<file path="config.mk">
export PLATFORM = sky130hd
export DESIGN_NAME = strobe_run_receiver_flat
export DESIGN_NICKNAME = d
export VERILOG_FILES = /design/src/rtl/strobe_run_receiver_if.sv /design/src/rtl/strobe_run_receiver.sv /design/src/flat_wrapper.sv
export SDC_FILE = /design/constraint.sdc
export NUM_CORES = 1
export LEC_CHECK = 0
export ABC_CLOCK_PERIOD_IN_PS = 3100
export CORE_ASPECT_RATIO = 0.9
export CORE_MARGIN = 1
export CORE_UTILIZATION = 45
export DETAILED_ROUTE_END_ITERATION = 7
export MAX_ROUTING_LAYER = met4
export PLACE_DENSITY_LB_ADDON = 0.15
export SKIP_CTS_REPAIR_TIMING = 1
export SLEW_MARGIN = 20
export SYNTH_ARGS = -nofsm -noshare
export SYNTH_HDL_FRONTEND = slang
export SYNTH_SLANG_ARGS = --single-unit
</file>
<file path="constraint.sdc">
create_clock -name i_clk -period 3.1 [get_ports i_clk]
set_input_delay 0.93 -clock i_clk [delete_from_list [all_inputs] [get_ports i_clk]]
set_output_delay 0.93 -clock i_clk [all_outputs]
set_load 0.1 [all_outputs]
</file>
<file path="src/rtl/strobe_run_receiver_if.sv">
// strobe_run_receiver_if
//   Single-bit strobe interface.
//   en : strobe, high while a run is in progress.
//   Modports: port (driver side, drives en), mon (observer side, reads en).
interface strobe_run_receiver_if;
   logic en;
   modport port (output en);
   modport mon  (input  en);
endinterface

</file>
<file path="src/rtl/strobe_run_receiver.sv">
// strobe_run_receiver
//   Measures the length of each high run of the strobe b.en, queues completed
//   run lengths in a DEPTH-entry FIFO with a valid/ready output, counts rising
//   edges and flags dropped runs.
// Ports:
//   i_clk          clock, rising edge
//   i_rst          synchronous reset, active low
//   b              strobe interface, monitor modport (en)
//   i_clear        synchronous soft clear of FIFO, run state, counters, flag
//   o_valid        FIFO head entry available
//   i_ready        consumer accepts the head entry
//   o_len          run length at FIFO head, 0 when empty (saturates)
//   o_busy         a run is being measured
//   o_pulse_count  rising edges seen, wraps modulo 2^16
//   o_overflow     sticky, a completed run was dropped on a full FIFO
module strobe_run_receiver #(
   parameter int LEN_W = 8,
   parameter int DEPTH = 4
) (
   input  logic                 i_clk,
   input  logic                 i_rst,
   strobe_run_receiver_if.mon   b,
   input  logic                 i_clear,
   output logic                 o_valid,
   input  logic                 i_ready,
   output logic [LEN_W-1:0]     o_len,
   output logic                 o_busy,
   output logic [15:0]          o_pulse_count,
   output logic                 o_overflow
);
   localparam int PW = (DEPTH > 1) ? $clog2(DEPTH) : 1;
   localparam logic [PW:0]      FULL_CNT = (PW+1)'(DEPTH);
   localparam logic [LEN_W-1:0] LEN_MAX  = {LEN_W{1'b1}};

   logic              en_q;
   logic              active_q, active_d;
   logic [LEN_W-1:0]  run_q, run_d;
   logic [15:0]       pulse_q, pulse_d;
   logic              ovf_q, ovf_d;
   logic [PW-1:0]     rd_q, rd_d, wr_q, wr_d;
   logic [PW:0]       cnt_q, cnt_d;
   logic [LEN_W-1:0]  mem_q [DEPTH];

   logic rise, hold, fall, full, pop, push_ok;

   // Edge detection uses the live strobe against its registered copy, so
   // a run is seen at the same edge that first samples en high.
   assign rise = b.en & ~en_q;
   assign hold = b.en &  en_q & active_q;
   assign fall = ~b.en & en_q & active_q;

   assign full    = (cnt_q == FULL_CNT);
   assign pop     = (cnt_q != '0) & i_ready;
   // A push into a full FIFO only lands when the head leaves in the same cycle.
   assign push_ok = fall & (~full | pop);

   always_comb begin
      active_d = active_q;
      run_d    = run_q;
      pulse_d  = pulse_q;
      ovf_d    = ovf_q;
      rd_d     = rd_q;
      wr_d     = wr_q;
      cnt_d    = cnt_q;
      if (i_clear) begin
         active_d = 1'b0;
         run_d    = '0;
         pulse_d  = '0;
         ovf_d    = 1'b0;
         rd_d     = '0;
         wr_d     = '0;
         cnt_d    = '0;
      end else begin
         if (rise) begin
            run_d    = LEN_W'(1);
            active_d = 1'b1;
            pulse_d  = pulse_q + 16'd1;
         end else if (hold) begin
            run_d = (run_q == LEN_MAX) ? LEN_MAX : run_q + 1'b1;
         end else if (fall) begin
            active_d = 1'b0;
         end
         if (fall & ~push_ok) ovf_d = 1'b1;
         if (pop)     rd_d = rd_q + 1'b1;
         if (push_ok) wr_d = wr_q + 1'b1;
         case ({push_ok, pop})
            2'b10:   cnt_d = cnt_q + 1'b1;
            2'b01:   cnt_d = cnt_q - 1'b1;
            default: cnt_d = cnt_q;
         endcase
      end
   end

   always_ff @(posedge i_clk) begin
      if (!i_rst) begin
         en_q     <= 1'b0;
         active_q <= 1'b0;
         run_q    <= '0;
         pulse_q  <= '0;
         ovf_q    <= 1'b0;
         rd_q     <= '0;
         wr_q     <= '0;
         cnt_q    <= '0;
      end else begin
         en_q     <= b.en;   // clear leaves the strobe history intact
         active_q <= active_d;
         run_q    <= run_d;
         pulse_q  <= pulse_d;
         ovf_q    <= ovf_d;
         rd_q     <= rd_d;
         wr_q     <= wr_d;
         cnt_q    <= cnt_d;
      end
   end

   // Storage needs no reset; entries are only read while counted valid.
   always_ff @(posedge i_clk) begin
      if (i_rst && !i_clear && push_ok) mem_q[wr_q] <= run_q;
   end

   assign o_valid       = (cnt_q != '0);
   assign o_len         = o_valid ? mem_q[rd_q] : '0;
   assign o_busy        = active_q;
   assign o_pulse_count = pulse_q;
   assign o_overflow    = ovf_q;
endmodule

</file>
<file path="src/flat_wrapper.sv">
// flat-port wrapper written by rule: the top's interface ports become plain ports
module strobe_run_receiver_flat 
#(
   parameter int LEN_W = 8,
   parameter int DEPTH = 4
)
  (i_clk, i_rst, i_clear, o_valid, i_ready, o_len, o_busy, o_pulse_count, o_overflow, b_en);
  strobe_run_receiver_if b_i ();
  input  logic i_clk;
  input  logic i_rst;
  input  logic i_clear;
  output logic o_valid;
  input  logic i_ready;
  output logic [LEN_W-1:0] o_len;
  output logic o_busy;
  output logic [15:0] o_pulse_count;
  output logic o_overflow;
  input wire logic [$bits(b_i.en)-1:0] b_en;
  assign b_i.en = b_en;
  strobe_run_receiver #(.LEN_W(LEN_W), .DEPTH(DEPTH)) u_core (.i_clk(i_clk), .i_rst(i_rst), .b(b_i), .i_clear(i_clear), .o_valid(o_valid), .i_ready(i_ready), .o_len(o_len), .o_busy(o_busy), .o_pulse_count(o_pulse_count), .o_overflow(o_overflow));
endmodule
</file>
# Word level (Yosys, flattened, before mapping)
# Memories as Yosys holds them, arrays and structs flattened. A register that Yosys moved wholly into a read port is not among the register bits.
# Index checks and enable logic that the tools add are counted.
[op_classes]
n_reduce_logical = 10
bitwise_logic = 14
n_mux = 12
eq_ne = 5
addsub = 6
[ops]
columns = ["cell", "count"]
rows = [
  ["$add A16 B1 Y16 const B", 1],
  ["$mux W8", 2],
  ["$add A8 B1 Y8 const B", 1],
  ["$and A1 B1 Y1", 8],
  ["$eq A8 B8 Y1 const B", 1],
  ["$mux W1", 7],
  ["$pmux W3 S2", 1],
  ["$reduce_bool A2 Y1", 3],
  ["$not A1 Y1", 5],
  ["$add A2 B1 Y2 const B", 2],
  ["$mux W2", 2],
  ["$add A3 B1 Y3 const B", 1],
  ["$eq A3 B3 Y1 const B", 1],
  ["$reduce_bool A3 Y1", 1],
  ["$reduce_or A3 Y1", 1],
  ["$sub A3 B1 Y3 const B", 1],
  ["$eq A2 B1 Y1 const B", 1],
  ["$eq A2 B2 Y1 const B", 1],
  ["$logic_and A1 B1 Y1", 2],
  ["$ne A2 B1 Y1 const B", 1],
  ["$reduce_and A2 Y1", 1],
  ["$reduce_or A2 Y1", 1],
  ["$logic_not A1 Y1", 1],
  ["$or A1 B1 Y1", 1],
]
[word_totals]
mem_bits_rw = 32
out_inout_bits = 27
wordCells = 57
in_bits = 5
regBits = 34
memories = 1
[memory_table]
columns = ["name", "depth", "word_bits", "rd", "rd_clocked_by_memory_dff", "write_ports", "line", "rtl"]
rows = [
  ["u_core.mem_q", 4, 8, 1, 1, 1, "strobe_run_receiver.sv:42", "logic [LEN_W-1:0] mem_q [DEPTH];"],
]

# Longest topological paths before layout
[logic_depth]
depth_word = 7
depth_mapped = 8
ltp_nobuf = 6

# Least setup slack after synthesis
# No wires, ideal clock.
[synth_timing]
path_kind = "reg-to-output"
startpoint = "register u_core.cnt_q[0]"
endpoint = "output o_len[0]"
arrival_time_ns = 2.573
path_stages_with_launch = 5
setup_slack_ns = -0.403
t_required_ns = 2.170
n_path_buf = 2
cell_sequence = "dfxtp_1 > clkbuf_1 > or3_1 > clkbuf_1 > and2_1"
[synth_between]
elab_chain_len = 2
[synth_rtl]
columns = ["element", "line", "rtl"]
rows = [
  ["from (decl)", "strobe_run_receiver.sv:41", "logic [PW:0] cnt_q, cnt_d;"],
  ["from (signal assigned)", "strobe_run_receiver.sv:112", "cnt_q <= cnt_d;"],
  ["$reduce_bool A3 Y1", "strobe_run_receiver.sv:121", "assign o_valid = (cnt_q != '0);"],
  ["named net o_valid", "flat_wrapper.sv:12", "output logic o_valid;"],
  ["$mux W8", "strobe_run_receiver.sv:122", "assign o_len = o_valid ? mem_q[rd_q] : '0;"],
  ["to (decl)", "flat_wrapper.sv:14", "output logic [LEN_W-1:0] o_len;"],
]
# The timed path passes the listed nets, and every way through them passes these cells.

==> results.cfg <==
[grt]
first_global_vias = 1891
grt_usage_pct = 17.9
grt_pass1_wl_um = 9160
busiest_layer = met2
antenna_found_initial = 0
globalRouteOverflowTotal = 0
use_met2_pct = 26.3
grt_use_met3_pct = 6.68
grt_max_degree = 30
use_met1_pct = 23.1

[logic_synthesis]
synthesis.nets = 267
ys_ff_latch = 68
yosysMostFrequentCell = dfxtp_1
synth_cell_types = 46
synth_ff_type = dfxtp_1
syn_inst = 255
yosys_warnings = 0
synth_edf_count = 32
yosys-top-cells-count = dfxtp_1, edfxtp_1, nor2_1, xnor2_1
seq_area_frac_synth_pct = 55.2
yosysTopAreaCell = edfxtp_1
synthTopCellsByArea = edfxtp_1, dfxtp_1, mux4_2
async_reset_ff_share_pct = 0
syn_area_per_cell_um2 = 12.0
synth_top_area_share_pct = 31.5
syn_area_mm2 = 0.00305

[pwr]
irDropWorstVdd_v = 0.000346
p_per_area_mw_per_mm2 = 474
leakage_uw = 0.00121

[setup_path]
r2r_setup_slack_ns = 0.82
r2r-start = u_core.cnt_q[0]$_SDFFE_PP0P_
r2r_cells = 6
critPathSlowestCell = dfxtp_1
critical_path_depth = 3
worst_path_largest_cell_delay_ns = 0.67
worstSetupEndpoint = o_len[2]
worstReg2RegEnd = u_core.cnt_q[2]$_SDFFE_PP0P_
crit_path_end_kind = output pin
crit_type = flip-flop to output pin
path_cells = mux4_2 > and2_1 > buf_12
cp.arrival_ns = 1.98
crit_buf_inv = 1
critPathRequiredTime_ns = 2.17
cp-start-kind = flip-flop
critPathTopFamily = flip-flops
crit_fanout = 8

[floorplan]
num_rows = 28
die_w_um = 88.8
ios = 32
core-area_mm2 = 0.00655
die_area_mm2 = 0.00711
die_height_um = 80.1
start_util_pct = 46.5

[routing]
post-route-drc-count = 0
num_vias = 1990
final_antenna_net_count = 0
avgViaCountPerCell = 5.17
first_iter_violations = 69
wl_per_cell_um = 14.1
firstDrtPassIters = 4
wirelength_um = 5420

[timing]
worst_slack_ns = 0.191
setup_viol = 0
finalCritPeriodShare_pct = 93.9
fin_worst_skew_ns = 0.00877
setup_tns_ns = 0
fin_crit_ns = 2.91
rsz0062_at_grt = false
hold_viol = 0
max_clock_freq_mhz = 344
tightestPinTransition_ns = 0.547
slew_headroom_pct = 63.5
final_max_slew_viol_count = 0

[clock_network]
cts_tree = built
path_clk_slew_ns = 0.08
cts-root-buf = clkbuf_8
cts_buffer_depth = 2
clock-sinks = 68
htree_num_levels = 3
clock_latency_ns = 0.34
cts_buffers = 9

[finish]
antennaDiodeCount = 0
syn_to_final_growth_pct = 20.7
final_util_pct = 56.1
register_area_mm2 = 0.00168
nets = 302
multi_input_area_mm2 = 0.00128
drive_above_1_share_pct = 24.1
fin_area_mm2 = 0.00368
nFillCells = 579

[place]
place_congestion = 0.750
dpl-instance-area_mm2 = 0.00347
pre_cts_ws_ns = 0.211
place.port_buffers = 31
dpl.hpwl_um = 3620

[min_path]
hold_class = flip-flop to flip-flop

[run]
cap_violations = 0

[status]
outcome = finished, final reports clean
[worst reg2reg max path: cells and delay by family (launching register included)]
kind	cells	cell delay, ns
compound gates	2	0.25
simple gates	3	0.98
flops	1	0.49
fa+ha+maj	1	0.45
[cell usage in the layout, fill, tap and decap left out, types with 10 or more instances in the layout]
master and instances:
nor3_1 11, dfxtp_1 36, nor2_1 27, and2_1 13
buf_4 23, edfxtp_1 32, xnor2_1 16, nand2_1 11
nand3_1 10, a21oi_1 13
[registers in the layout (all words and copies together), names as in the netlist, named ones only]
| signal | count |
|---|---|
| u_core.cnt_q | 3 |
| u_core.en_q | 1 |
| u_core.mem_q | 32 |
| u_core.o_busy | 1 |
| u_core.o_overflow | 1 |
| u_core.o_pulse_count | 16 |
| u_core.rd_q | 2 |
| u_core.run_q | 8 |
| u_core.wr_q | 2 |
[worst min-delay path by stage]
stage	startpoint	to	slack, ns	cells past startpoint
finish	u_core.o_overflow$_SDFFE_PP0P_	u_core.o_overflow$_SDFFE_PP0P_	0.48	2
global route	u_core.o_overflow$_SDFFE_PP0P_	u_core.o_overflow$_SDFFE_PP0P_	0.52	2
CTS	u_core.o_overflow$_SDFFE_PP0P_	u_core.o_overflow$_SDFFE_PP0P_	0.50	2
detailed placement	u_core.o_overflow$_SDFFE_PP0P_	u_core.o_overflow$_SDFFE_PP0P_	0.48	2
global placement	u_core.o_overflow$_SDFFE_PP0P_	u_core.o_overflow$_SDFFE_PP0P_	0.47	2
floorplan	u_core.rd_q[1]$_SDFFE_PP0P_	flip-flop	0.48	2
[through the flow]
step                      cells  total power [µW]  hold slack [ns]
after floorplan             255              1000            0.485
after detailed placement    369              1020            0.476
final                       385              1750            0.485
after CTS                   385              1770            0.497
after global placement      369              1020            0.474
after global routing        385              1820            0.522
[cells by family after synthesis]
family | after synthesis | synth area share, %
XOR/XNOR | 20 | 5.75
multiplexers | 10 | 6.61
adder cells (fa/ha/maj) | 7 | 3.12
buffers and inverters | 19 | 2.96
AND/OR/NAND/NOR | 103 | 20.8
AO/OA/AOI/OAI | 28 | 5.62
flip-flops | 68 | 55.2
[layer usage]
layer,wire [µm],part of all wire [%]
met1,2510,46
met2,2580,48
met3,258,4.8
met4,63,1.2
met5,0,0
[cell type report]
type / count / share of cell area (%)
multi-input cells: 168 / 34.7
clock inverters: 7 / 2.21
flip-flops and latches: 68 / 45.7
clock buffers: 9 / 3.37
well taps: 90 / 3.06
repair buffers: 35 / 10.1
inverters: 8 / 0.816
[power breakdown]
| group | switching (µW) | internal (µW) | total [µW] |
|---|---|---|---|
| clock | 365 | 384 | 749 |
| combinational | 36.2 | 19.8 | 56.0 |
| sequential | 6.17 | 934 | 940 |
Note: power is estimated with default switching activity, not from simulation.
